## config.mk

```make
export PLATFORM = sky130hd
export DESIGN_NAME = memory_access_unit
export DESIGN_NICKNAME = d
export VERILOG_FILES = /design/src/rtl/memory_access_unit_pkg.sv /design/src/rtl/memory_access_unit_load_aligner.sv /design/src/rtl/memory_access_unit.sv
export SDC_FILE = /design/constraint.sdc
export NUM_CORES = 1
export LEC_CHECK = 0
export BUFFER_PORTS_ARGS = -buffer_cell sky130_fd_sc_hd__buf_2
export CORE_MARGIN = 3
export CORE_UTILIZATION = 50
export CTS_CLUSTER_DIAMETER = 150
export CTS_CLUSTER_SIZE = 10
export DETAILED_ROUTE_END_ITERATION = 10
export GPL_ROUTABILITY_DRIVEN = 0
export PLACE_DENSITY = 0.76
export SKIP_CTS_REPAIR_TIMING = 1
export SLEW_MARGIN = 40
export SYNTH_ARGS = -nofsm -noshare
export SYNTH_HDL_FRONTEND = slang
export SYNTH_SLANG_ARGS = --single-unit
```

## constraint.sdc

```tcl
create_clock -name clk -period 3.5 [get_ports clk]
set_clock_uncertainty 0.05 [all_clocks]
set_input_delay 0.35 -clock clk [delete_from_list [all_inputs] [get_ports clk]]
set_output_delay 0.35 -clock clk [all_outputs]
set_load 0.02 [all_outputs]
```

## src/rtl/memory_access_unit_pkg.sv

```systemverilog
// rtl/memory_access_unit_pkg.sv - shared load/store opcodes, FSM states and access helpers
package memory_access_unit_pkg;

    localparam logic [5:0] ALU_LB  = 6'd18;
    localparam logic [5:0] ALU_LH  = 6'd19;
    localparam logic [5:0] ALU_LW  = 6'd20;
    localparam logic [5:0] ALU_LBU = 6'd21;
    localparam logic [5:0] ALU_LHU = 6'd22;
    localparam logic [5:0] ALU_SB  = 6'd23;
    localparam logic [5:0] ALU_SH  = 6'd24;
    localparam logic [5:0] ALU_SW  = 6'd25;

    typedef enum logic [2:0] {
        IDLE  = 3'd0,
        RD_LO = 3'd1,
        RD_HI = 3'd2,
        WR    = 3'd3,
        RESP  = 3'd4
    } mau_state_e;

    function automatic logic op_is_load(input logic [5:0] op);
        return (op == ALU_LB) || (op == ALU_LH) || (op == ALU_LW) ||
               (op == ALU_LBU) || (op == ALU_LHU);
    endfunction

    function automatic logic op_is_store(input logic [5:0] op);
        return (op == ALU_SB) || (op == ALU_SH) || (op == ALU_SW);
    endfunction

    // Access width in bytes; 0 for anything that is not a load/store.
    function automatic logic [2:0] op_bytes(input logic [5:0] op);
        logic [2:0] n;
        n = 3'd0;
        if ((op == ALU_LB) || (op == ALU_LBU) || (op == ALU_SB)) n = 3'd1;
        if ((op == ALU_LH) || (op == ALU_LHU) || (op == ALU_SH)) n = 3'd2;
        if ((op == ALU_LW) || (op == ALU_SW))                    n = 3'd4;
        return n;
    endfunction

    function automatic logic op_misaligned(input logic [5:0] op, input logic [1:0] offset);
        logic [2:0] n;
        n = op_bytes(op);
        return ((n == 3'd2) && offset[0]) || ((n == 3'd4) && (offset != 2'b00));
    endfunction

endpackage

```

## src/rtl/memory_access_unit_load_aligner.sv

```systemverilog
// rtl/memory_access_unit_load_aligner.sv - combinational load byte alignment and sign/zero extension
module load_aligner
    import memory_access_unit_pkg::*;
(
    input  logic [31:0] lo,
    input  logic [31:0] hi,
    input  logic [1:0]  offset,
    input  logic [5:0]  alucode,
    output logic [31:0] result
);

    logic [63:0] pair_shifted;
    logic [31:0] window;

    always_comb begin
        pair_shifted = {hi, lo} >> {offset, 3'b000};
        window       = pair_shifted[31:0];
        result       = 32'd0;
        case (alucode)
            ALU_LB:  result = {{24{window[7]}}, window[7:0]};
            ALU_LBU: result = {24'd0, window[7:0]};
            ALU_LH:  result = {{16{window[15]}}, window[15:0]};
            ALU_LHU: result = {16'd0, window[15:0]};
            ALU_LW:  result = window;
            default: result = 32'd0;
        endcase
    end

    logic unused_hi;
    assign unused_hi = ^pair_shifted[63:32];

endmodule

```

## src/rtl/memory_access_unit.sv

```systemverilog
// rtl/memory_access_unit.sv - load/store unit: split misaligned accesses into word reads or byte writes
module memory_access_unit
    import memory_access_unit_pkg::*;
(
    input  logic        clk,
    input  logic        rst,
    input  logic        req_valid,
    output logic        req_ready,
    input  logic [5:0]  req_alucode,
    input  logic [31:0] req_addr,
    input  logic [31:0] req_wdata,
    input  logic [4:0]  req_rd,
    output logic        mem_is_store,
    output logic [5:0]  mem_alucode,
    output logic [31:0] mem_w_addr,
    output logic [7:0]  mem_w_data_byte,
    output logic [15:0] mem_w_data_half,
    output logic [31:0] mem_w_data_word,
    output logic [31:0] mem_r_addr,
    input  logic [31:0] mem_r_data_word,
    output logic        resp_valid,
    output logic [4:0]  resp_rd,
    output logic [31:0] resp_data
);

    mau_state_e  state_q, state_d;
    logic [5:0]  op_q, op_d;
    logic [31:0] addr_q, addr_d;
    logic [31:0] wdata_q, wdata_d;
    logic [4:0]  rd_q, rd_d;
    logic [31:0] lo_q, lo_d;
    logic [31:0] hi_q, hi_d;
    logic [1:0]  cnt_q, cnt_d;

    logic        misaligned;
    logic [2:0]  nbytes;
    logic [1:0]  last_idx;
    logic [31:0] load_result;

    assign misaligned = op_misaligned(op_q, addr_q[1:0]);
    assign nbytes     = op_bytes(op_q);
    assign last_idx   = nbytes[1:0] - 2'd1;

    load_aligner u_load_aligner (
        .lo      (lo_q),
        .hi      (hi_q),
        .offset  (addr_q[1:0]),
        .alucode (op_q),
        .result  (load_result)
    );

    always_comb begin
        state_d = state_q;
        op_d    = op_q;
        addr_d  = addr_q;
        wdata_d = wdata_q;
        rd_d    = rd_q;
        lo_d    = lo_q;
        hi_d    = hi_q;
        cnt_d   = cnt_q;
        case (state_q)
            IDLE: begin
                if (req_valid) begin
                    op_d    = req_alucode;
                    addr_d  = req_addr;
                    wdata_d = req_wdata;
                    rd_d    = req_rd;
                    cnt_d   = 2'd0;
                    if (op_is_load(req_alucode))       state_d = RD_LO;
                    else if (op_is_store(req_alucode)) state_d = WR;
                    else                               state_d = RESP;
                end
            end
            RD_LO: begin
                lo_d    = mem_r_data_word;
                state_d = misaligned ? RD_HI : RESP;
            end
            RD_HI: begin
                hi_d    = mem_r_data_word;
                state_d = RESP;
            end
            WR: begin
                // Misaligned stores walk one byte per cycle until the last lane of the access.
                if (!misaligned || (cnt_q == last_idx)) begin
                    cnt_d   = 2'd0;
                    state_d = RESP;
                end else begin
                    cnt_d = cnt_q + 2'd1;
                end
            end
            RESP:    state_d = IDLE;
            default: state_d = IDLE;
        endcase
    end

    always_comb begin
        req_ready       = (state_q == IDLE);
        mem_is_store    = 1'b0;
        mem_alucode     = 6'd0;
        mem_w_addr      = 32'd0;
        mem_w_data_byte = 8'd0;
        mem_w_data_half = 16'd0;
        mem_w_data_word = 32'd0;
        mem_r_addr      = 32'd0;
        resp_valid      = 1'b0;
        resp_rd         = 5'd0;
        resp_data       = 32'd0;
        case (state_q)
            RD_LO: mem_r_addr = {addr_q[31:2], 2'b00};
            RD_HI: mem_r_addr = {addr_q[31:2], 2'b00} + 32'd4;
            WR: begin
                // Writes commit on the same edge as reset, so they are suppressed while rst is high.
                if (!rst) begin
                    mem_is_store = 1'b1;
                    if (misaligned) begin
                        mem_alucode     = ALU_SB;
                        mem_w_addr      = addr_q + {30'd0, cnt_q};
                        mem_w_data_byte = wdata_q[{cnt_q, 3'b000} +: 8];
                        mem_w_data_half = {8'd0, wdata_q[{cnt_q, 3'b000} +: 8]};
                        mem_w_data_word = {24'd0, wdata_q[{cnt_q, 3'b000} +: 8]};
                    end else begin
                        mem_alucode     = op_q;
                        mem_w_addr      = addr_q;
                        mem_w_data_byte = wdata_q[7:0];
                        mem_w_data_half = wdata_q[15:0];
                        mem_w_data_word = wdata_q;
                    end
                end
            end
            RESP: begin
                if (!rst) begin
                    resp_valid = 1'b1;
                    if (op_is_load(op_q)) begin
                        resp_rd   = rd_q;
                        resp_data = load_result;
                    end
                end
            end
            default: ;
        endcase
    end

    always_ff @(posedge clk) begin
        if (rst) begin
            state_q <= IDLE;
            op_q    <= 6'd0;
            addr_q  <= 32'd0;
            wdata_q <= 32'd0;
            rd_q    <= 5'd0;
            lo_q    <= 32'd0;
            hi_q    <= 32'd0;
            cnt_q   <= 2'd0;
        end else begin
            state_q <= state_d;
            op_q    <= op_d;
            addr_q  <= addr_d;
            wdata_q <= wdata_d;
            rd_q    <= rd_d;
            lo_q    <= lo_d;
            hi_q    <= hi_d;
            cnt_q   <= cnt_d;
        end
    end

endmodule

```

==> run metrics, run 1 <==
register area share after synthesis 0.313; drt wl/cell 18.1 µm; critical path arrival 2.97 ns; Final setup viols 0; placed cell count 1562; P per Cell Area 375 mW/mm²; Max Slew Vio Count 0; top cells by area, synth dfxtp_1, nand2_1, a21oi_1, mux4_2, clkbuf_1; P_leak 4.35 nW; Starting Density 0.517; Mapped Area 0.00869 mm²; Clk Latency, worst-skew pair 0.41 ns; post-synthesis register bit count 136; CTS Sinks 136; status finished, final reports clean; number of global-route vias before repair 8201; largest net degree at the start of global routing 59; Die Area 0.0190 mm²; Final HPWL DP 19.7 mm; Fin Hold WS 0.115 ns; Final Total Pwr 0.00397 W; Ys Warns 0; max-cap violation count 0; DRT Pass-1 Iters 6; 1st-iter DRT viols 699; Die H 138 µm; nets 1483; die outline width 138 µm; TritonCTS buffer count 17; number of vias per cell 5.91; input/output buffers 273; RSZ-0062 raised after global routing yes; Final Hold Viols 0; Final Non-Filler Cells 1602; number of synthesized flops with an enable pin 0; minimum clock period 3.37 ns; Critical Path Fanout Max 9; post-synth top area share 0.313; CTS Buffer Depth 2; first-pass GRT wire length 43.0 mm; crit end category output port; H-tree depth 4; gr ovfl total 0; post-layout util 0.629; max_slew headroom 0.419; Routed Antenna Nets 0; top achievable clock speed 0.296 GHz; CTS clock-pin slew for the worst setup and hold paths 0.06 ns; GRT Overall Usage 0.287; cell taking the most area after synthesis dfxtp_1; routed via count 9469; ys flop type dfxtp_1; Core ar. 0.0168 mm²; layout cells sized above 1 0.305; Layout area overhead 21.8%; type of origin of the critical path flip-flop; # DRC 0; total routed wirelength 29.0 mm; Slew @ Worst Pin 0.868 ns; Min-Delay Path Class in2reg; total negative slack 0 ns; initial antenna violation count 1; final period utilization 0.964; post-synthesis area per instance 7.39 µm²; Post-Syn Instances 1176; number of I/O pins 276; CTS tree yes; count of cell types in the netlist 68; Critical Setup Path Class reg2out; std cell rows 47; Async SR Flop Fraction 0; clk root buf clkbuf_16; Required @ worst endpoint 3.10 ns; peak supply drop 383 µV
synthesized netlist by cell type (6+ instances only):
library cell and instances:
clkbuf_1 78, dfxtp_1 136, o31ai_1 30, nand2_1 331, mux4_2 31, nor2_1 44, inv_1 18, a21oi_1 197
o21ai_0 27, a31oi_1 9, or4_1 19, o221a_2 9, nor3_1 7, nand2b_1 6, mux2i_1 15, buf_1 14
nand3_1 17, nand4_1 11, buf_4 27, and3_1 30, nor2b_1 9, a22oi_1 8, buf_2 7, or3_1 8
cell type report:
type	count	area, µm²
clock inverter	13	125
antenna	1	2.50
sequential	136	2730
timing repair buffer	309	1690
clock buffer	19	443
inverter	18	67.6
tap	220	275
multi-input combinational	886	5250
fill	1504	6240
through the flow:
step,setup slack (ns),instance area [µm²]
floorplan,0.285,8690
global placement,0.569,9890
detailed placement,0.503,9910
CTS,0.00486,10500
global route,-0.0617,10600
finish,0.125,10600
flip-flops by register name, summed over array words and instances, names as in the netlist:
register / count
wdata_q: 32
op_q: 6
hi_q: 24
addr_q: 32
rd_q: 5
cnt_q: 2
state_q: 3
lo_q: 32
cells in the final DEF, fill, tap and decap left out, drive strengths merged, types with 4 or more instances in the layout:
master | Yosys | final
and3 | 32 | 32
nand3 | 17 | 17
nor2b | 9 | 9
mux2i | 15 | 15
xnor2 | 5 | 5
a31oi | 9 | 9
o31ai | 30 | 30
a22oi | 8 | 8
buf | 51 | 309
ha | 4 | 4
mux4 | 31 | 31
inv | 18 | 19
xor2 | 4 | 4
clkbuf | 85 | 19
and4 | 4 | 4
and2 | 5 | 5
o21ai | 28 | 28
o311ai | 4 | 4
nand2 | 332 | 332
o22ai | 5 | 5
a21oi | 197 | 197
or3 | 10 | 10
nor3 | 7 | 7
clkinv | 0 | 7
nor2 | 44 | 44
dfxtp | 136 | 136
o221a | 9 | 9
nand2b | 6 | 6
clkinvlp | 0 | 4
or4 | 19 | 19
nand4 | 12 | 12
layer usage:
| metal | GRT usage | wire [µm] | share of wire |
|---|---|---|---|
| met1 | 0.374 | 11700 | 0.40 |
| met4 | 0.0900 | 640 | 0.022 |
| met3 | 0.0654 | 2710 | 0.094 |
| met2 | 0.475 | 13900 | 0.48 |
| met5 | 0 | 13 | 0.00045 |
report_power, final:
group / leakage (nW) / internal [W] / total [W] / switching (W)
clock: 0.267 / 0.00100 / 0.00172 / 0.000722
combinational: 2.97 / 0.000200 / 0.000513 / 0.000313
sequential: 1.11 / 0.00163 / 0.00174 / 0.000104
cell families after synthesis:
family	count (synthesis)	synth area share
buf+inv	156	0.0894
simple gates	513	0.272
fa+ha+maj	5	0.00807
xor+xnor	9	0.00907
flops	136	0.313
other cells	1	0.000432
compound gates	308	0.207
mux	48	0.100
final timing paths:
kind	from	endpoint	slack, ns	cells past startpoint
min reg2reg	hi_q[16]$_SDFFE_PP0P_	hi_q[16]$_SDFFE_PP0P_	0.40	2
min	req_wdata[29]	wdata_q[29]$_SDFFE_PP0P_	0.12	3
max	addr_q[5]$_SDFFE_PP0P_	mem_w_addr[29]	0.13	6
max reg2reg	op_q[3]$_SDFFE_PP0P_	state_q[2]$_SDFFE_PP0P_	1.05	10
worst max-delay path, cell delays in order, from the launching register on:
cell	delay, ns
dfxtp_1	0.52
nand4_4	0.22
nor4_4	0.61
nand4_1	0.26
or4_1	0.59
a21oi_2	0.19
buf_4	0.16
Note: power is estimated with default switching activity, not from simulation.
==> run 2: changes to the inputs <==
--- a/config.mk
+++ b/config.mk
@@ -6,13 +6,14 @@
 export NUM_CORES = 1
 export LEC_CHECK = 0
 export BUFFER_PORTS_ARGS = -buffer_cell sky130_fd_sc_hd__buf_2
+export CAP_MARGIN = 20
 export CORE_MARGIN = 3
 export CORE_UTILIZATION = 50
 export CTS_CLUSTER_DIAMETER = 150
 export CTS_CLUSTER_SIZE = 10
 export DETAILED_ROUTE_END_ITERATION = 10
 export GPL_ROUTABILITY_DRIVEN = 0
-export PLACE_DENSITY = 0.76
+export PLACE_DENSITY = 0.79
 export SKIP_CTS_REPAIR_TIMING = 1
 export SLEW_MARGIN = 40
 export SYNTH_ARGS = -nofsm -noshare
==> run 2 against run 1 <==
Effect of this change: clock power rose by 5%; utilization shrank 0.082 points; count of clock-buffer cells in the layout increased by 1; critical path type unchanged; critical endpoint is now resp_data[29].
==> run metrics, run 2 (synthesis gave the netlist of run 1 again) <==
Comb pwr share 0.125; cell internal pwr 0.00291 W; reg2reg path depth 9; Max Slew Vio Count 0; WHS Endpoint addr_q[1]$_SDFFE_PP0P_; gr ovfl total 0; Slew @ Worst Pin 0.927 ns; Starting Density 0.517; Required @ worst endpoint 3.10 ns; final period utilization 0.942; r2r endpoint state_q[2]$_SDFFE_PP0P_; clk root buf clkbuf_16; critical-path cell list nor4b_1, o2111ai_4, buf_4, a21oi_1, buf_2; Ant. Diodes 0; Buf/Inv on CP 2; largest net degree at the start of global routing 87; first-pass GRT wire length 43.5 mm; GRT Overall Usage 0.289; Crit Reg-Reg Startpoint op_q[3]$_SDFFE_PP0P_; initial antenna violation count 1; P_sw 0.00113 W; Final HPWL DP 19.7 mm; H-tree depth 4; CP max stage cell nor4b_1; CTS clock-pin slew for the worst setup and hold paths 0.06 ns; Regs by FF count addr_q x32, lo_q x32, wdata_q x32; # DRC 0; Hold Crit Depth 3; critical path arrival 2.90 ns; max_slew headroom 0.373; std cell rows 47; total routed wirelength 28.7 mm; peak supply drop 325 µV; Layout area overhead 21.6%; DRT Pass-1 Iters 7; routed via count 9469; CTS tree yes; minimum clock period 3.30 ns; CTS Buffer Depth 2; Switching Share 0.281; Clk Latency, worst-skew pair 0.41 ns; number of global-route vias before repair 8470; Routed Antenna Nets 0; number of vias per cell 5.92; cell family with most CP delay simple AND/OR/NAND/NOR gates; layout cells sized above 1 0.299; top achievable clock speed 0.303 GHz; critical path's largest stage delay 0.79 ns; R2R Setup Slk 1.06 ns; Fill cells 1521; Core ar. 0.0168 mm²; max-cap violation count 0; CTS Sinks 136; Final Hold Viols 0; P_leak 4.34 nW; Min-Delay Path Class in2reg; commonest non-fill, non-tap cell in the layout nand2_1; most frequent cells in the layout nand2_1, buf_2, a21oi_1; TritonCTS buffer count 17; die outline width 138 µm; 1st-iter DRT viols 836; RSZ-0062 raised after global routing no; Clock power frac 0.446; Critical Path Fanout Max 22; sequential share of power 0.429; P per Cell Area 382 mW/mm²; Die Area 0.0190 mm²; Final setup viols 0; Fin Hold WS 0.116 ns; type of origin of the critical path flip-flop; input/output buffers 273; hold_sp req_addr[1]; status finished, final reports clean; nets 1481; drt wl/cell 17.9 µm; Critical Setup Path Class reg2out; number of I/O pins 276; crit end category output port; Die H 138 µm; total negative slack 0 ns
[run 2: routing by layer]
metal  share of wire  GRT usage  wire length [µm]
met1            0.41      0.372             11700
met2            0.48      0.485             13700
met3           0.092     0.0592              2630
met4           0.023     0.0988               658
met5         0.00045          0                13
[run 2: worst reg2reg max path, delay by kind of cell, from the launching register on]
| family | cells | cell delay [ns] |
|---|---|---|
| AO/OA/AOI/OAI | 3 | 0.55 |
| multiplexers | 1 | 0.19 |
| AND/OR/NAND/NOR | 2 | 0.67 |
| adder cells (fa/ha/maj) | 1 | 0.24 |
| buffers and inverters | 2 | 0.33 |
| flip-flops | 1 | 0.37 |
[run 2: through the flow]
stage	std cells	setup slack [ns]	util	instance area [µm²]	power [W]
2_1_floorplan	1177	0.285	-	8690	0.00208
3_3_place_gp	1560	0.555	0.588	9890	0.00225
3_5_place_dp	1560	0.448	0.588	9900	0.00227
4_1_cts	1592	-0.0141	0.623	10500	0.00406
5_1_grt	1599	0.0166	0.628	10600	0.00421
6_report	1599	0.204	0.628	10600	0.00404
[run 2: how the worst max path moves through the flow]
stage	from	endpoint	cells past startpoint	slack, ns
floorplan	op_q[1]$_SDFFE_PP0P_	mem_w_data_half[0]	11	0.29
global placement	op_q[2]$_SDFFE_PP0P_	mem_w_data_byte[7]	9	0.55
detailed placement	op_q[2]$_SDFFE_PP0P_	mem_w_data_half[7]	9	0.45
CTS	op_q[3]$_SDFFE_PP0P_	mem_w_data_half[7]	9	-0.01
global route	state_q[0]$_SDFFE_PP0P_	resp_data[13]	5	0.02
finish	state_q[2]$_SDFFE_PP0P_	resp_data[29]	5	0.20
[run 2: layout make-up]
type / count / area (µm²) / area share
multi-input cells: 886 / 5240 / 0.496
flip-flops and latches: 136 / 2730 / 0.258
repair buffers: 306 / 1660 / 0.157
clock buffers: 20 / 447 / 0.0423
well taps: 220 / 275 / 0.0260
clock inverters: 12 / 141 / 0.0134
inverters: 18 / 71.3 / 0.00675
repair inverters: 1 / 5.00 / 0.000474
[run 2: power groups by stage]
| stage | Clock, W | Sequential [W] | Combinational [W] |
|---|---|---|---|
| 6_report | 0.00180 | 0.00173 | 0.000507 |
| 4_1_cts | 0.00183 | 0.00173 | 0.000504 |
| 3_3_place_gp | 0 | 0.00176 | 0.000491 |
| 5_1_grt | 0.00190 | 0.00175 | 0.000562 |
| 2_1_floorplan | 0 | 0.00172 | 0.000362 |
| 3_5_place_dp | 0 | 0.00176 | 0.000502 |
==> run 3: changes to the inputs <==
--- a/config.mk
+++ b/config.mk
@@ -8,12 +8,12 @@
 export BUFFER_PORTS_ARGS = -buffer_cell sky130_fd_sc_hd__buf_2
 export CAP_MARGIN = 20
 export CORE_MARGIN = 3
-export CORE_UTILIZATION = 50
+export CORE_UTILIZATION = 52
 export CTS_CLUSTER_DIAMETER = 150
 export CTS_CLUSTER_SIZE = 10
 export DETAILED_ROUTE_END_ITERATION = 10
 export GPL_ROUTABILITY_DRIVEN = 0
-export PLACE_DENSITY = 0.79
+export PLACE_DENSITY = 0.81
 export SKIP_CTS_REPAIR_TIMING = 1
 export SLEW_MARGIN = 40
 export SYNTH_ARGS = -nofsm -noshare
==> run 3 against run 2 <==
Effect of this change: register-to-register slack better by 0.03 ns; total power about the same; critical path depth grew 1; utilization up 2.4 points; maximum frequency decreased by 1.6%; critical path type unchanged; critical endpoint is now mem_w_addr[27]; highest routed layer is now met4.
==> run metrics, run 3 (synthesis gave the netlist of run 1 again) <==
number of global-route vias before repair 8600; top achievable clock speed 0.299 GHz; critical path's largest stage delay 0.59 ns; minimum clock period 3.35 ns; Regs by FF count addr_q x32, lo_q x32, wdata_q x32; cell family with most CP delay simple AND/OR/NAND/NOR gates; Die Area 0.0183 mm²; peak supply drop 343 µV; Required @ worst endpoint 3.10 ns; layout cells sized above 1 0.296; Critical Setup Path Class reg2out; Final Hold Viols 0; status finished, final reports clean; crit end category output port; Critical Path Fanout Max 9; die outline width 135 µm; input/output buffers 273; std cell rows 46; placed cell count 1554; CTS Sinks 136; H-tree depth 4; RSZ-0062 raised after global routing no; nets 1476; CTS Buffer Depth 2; # DRC 0; Clock power frac 0.446; 1st-iter DRT viols 895; final period utilization 0.957; Buf/Inv on CP 1; number of vias per cell 5.91; GRT Overall Usage 0.297; largest net degree at the start of global routing 80; clk root buf clkbuf_16; Routed Antenna Nets 0; commonest non-fill, non-tap cell in the layout nand2_1; sequential share of power 0.429; drt wl/cell 18.0 µm; first-pass GRT wire length 43.8 mm; P_sw 0.00114 W; max_slew headroom 0.452; critical path arrival 2.95 ns; number of I/O pins 276; CP max stage cell nor4_4; CTS tree yes; initial antenna violation count 1; Final setup viols 0; routed via count 9394; critical-path cell list nand4_4, nor4_4, nand4_1, or4_1, a21oi_1, buf_2; P per Cell Area 384 mW/mm²; CTS clock-pin slew for the worst setup and hold paths 0.06 ns; type of origin of the critical path flip-flop; max-cap violation count 0; Fin Hold WS 0.115 ns; Max Slew Vio Count 0; Switching Share 0.282; Layout area overhead 21.1%; DRT Pass-1 Iters 5; Hold Crit Depth 3; Core ar. 0.0161 mm²; Final HPWL DP 19.4 mm; Final Non-Filler Cells 1589; Slew @ Worst Pin 0.820 ns; P_leak 4.32 nW; Starting Density 0.539; Die H 135 µm; Min-Delay Path Class in2reg; total routed wirelength 28.7 mm; Crit path depth 6; most frequent cells in the layout nand2_1, buf_2, a21oi_1; TritonCTS buffer count 17; Clk Latency, worst-skew pair 0.42 ns; gr ovfl total 0; Comb pwr share 0.125; cell internal pwr 0.00290 W; reg2reg path depth 8; Ant. Diodes 0
run 3: cell types whose count changed in the layout (fill, tap and decap cells not counted), sizes merged:
cell      change
clkinvlp      -1
buf           -4
inv           +1
clkinv        -1
clkbuf        -1
run 3: cell type report:
type / count / area (µm²)
fill: 1414 / 5600
tap: 216 / 270
multi-input combinational: 886 / 5220
clock buffer: 19 / 443
sequential: 136 / 2730
clock inverter: 12 / 144
timing repair buffer: 302 / 1640
inverter: 18 / 67.6
run 3: path summary, 6_finish.rpt:
check,slack (ns),endpoint,start
worst max register to register,1.09,state_q[1]$_SDFFE_PP0P_,op_q[1]$_SDFFE_PP0P_
worst max-delay path,0.15,mem_w_addr[27],addr_q[5]$_SDFFE_PP0P_
worst min register to register,0.40,lo_q[2]$_SDFFE_PP0P_,lo_q[2]$_SDFFE_PP0P_
worst min-delay path,0.11,addr_q[30]$_SDFFE_PP0P_,req_addr[30]
run 3: stage by stage:
step	util	worst slack, ns	power (W)	cell area, µm²	setup TNS (ns)
6_report	0.653	0.151	0.00404	10500	0
5_1_grt	0.653	0.0213	0.00420	10500	0
4_1_cts	0.649	-0.113	0.00406	10500	-2.73
3_5_place_dp	0.613	0.346	0.00226	9870	0
3_3_place_gp	0.613	0.444	0.00225	9870	0
2_1_floorplan	-	0.285	0.00208	8690	0
run 3: power groups by stage:
stage          clock network [W]  registers [W]  logic [W]
3_5_place_dp                   0        0.00177   0.000495
2_1_floorplan                  0        0.00172   0.000362
6_report                 0.00180        0.00174   0.000504
3_3_place_gp                   0        0.00176   0.000485
5_1_grt                  0.00189        0.00175   0.000555
4_1_cts                  0.00183        0.00173   0.000498
run 3: metal layers:
layer	vias up	GRT usage	share of wire
met5	-	0	0
met4	0	0.107	0.024
met3	55	0.0609	0.087
met2	511	0.494	0.48
met1	4366	0.383	0.41
li1	4462	-	-
run 3: worst reg2reg max path, stage by stage, from the launching register on:
cell	delay [ns]
dfxtp_2	0.44
or3b_2	0.47
a21oi_1	0.20
inv_1	0.06
ha_1	0.22
nand2_1	0.16
o21a_2	0.37
a211o_1	0.21
a211oi_1	0.08
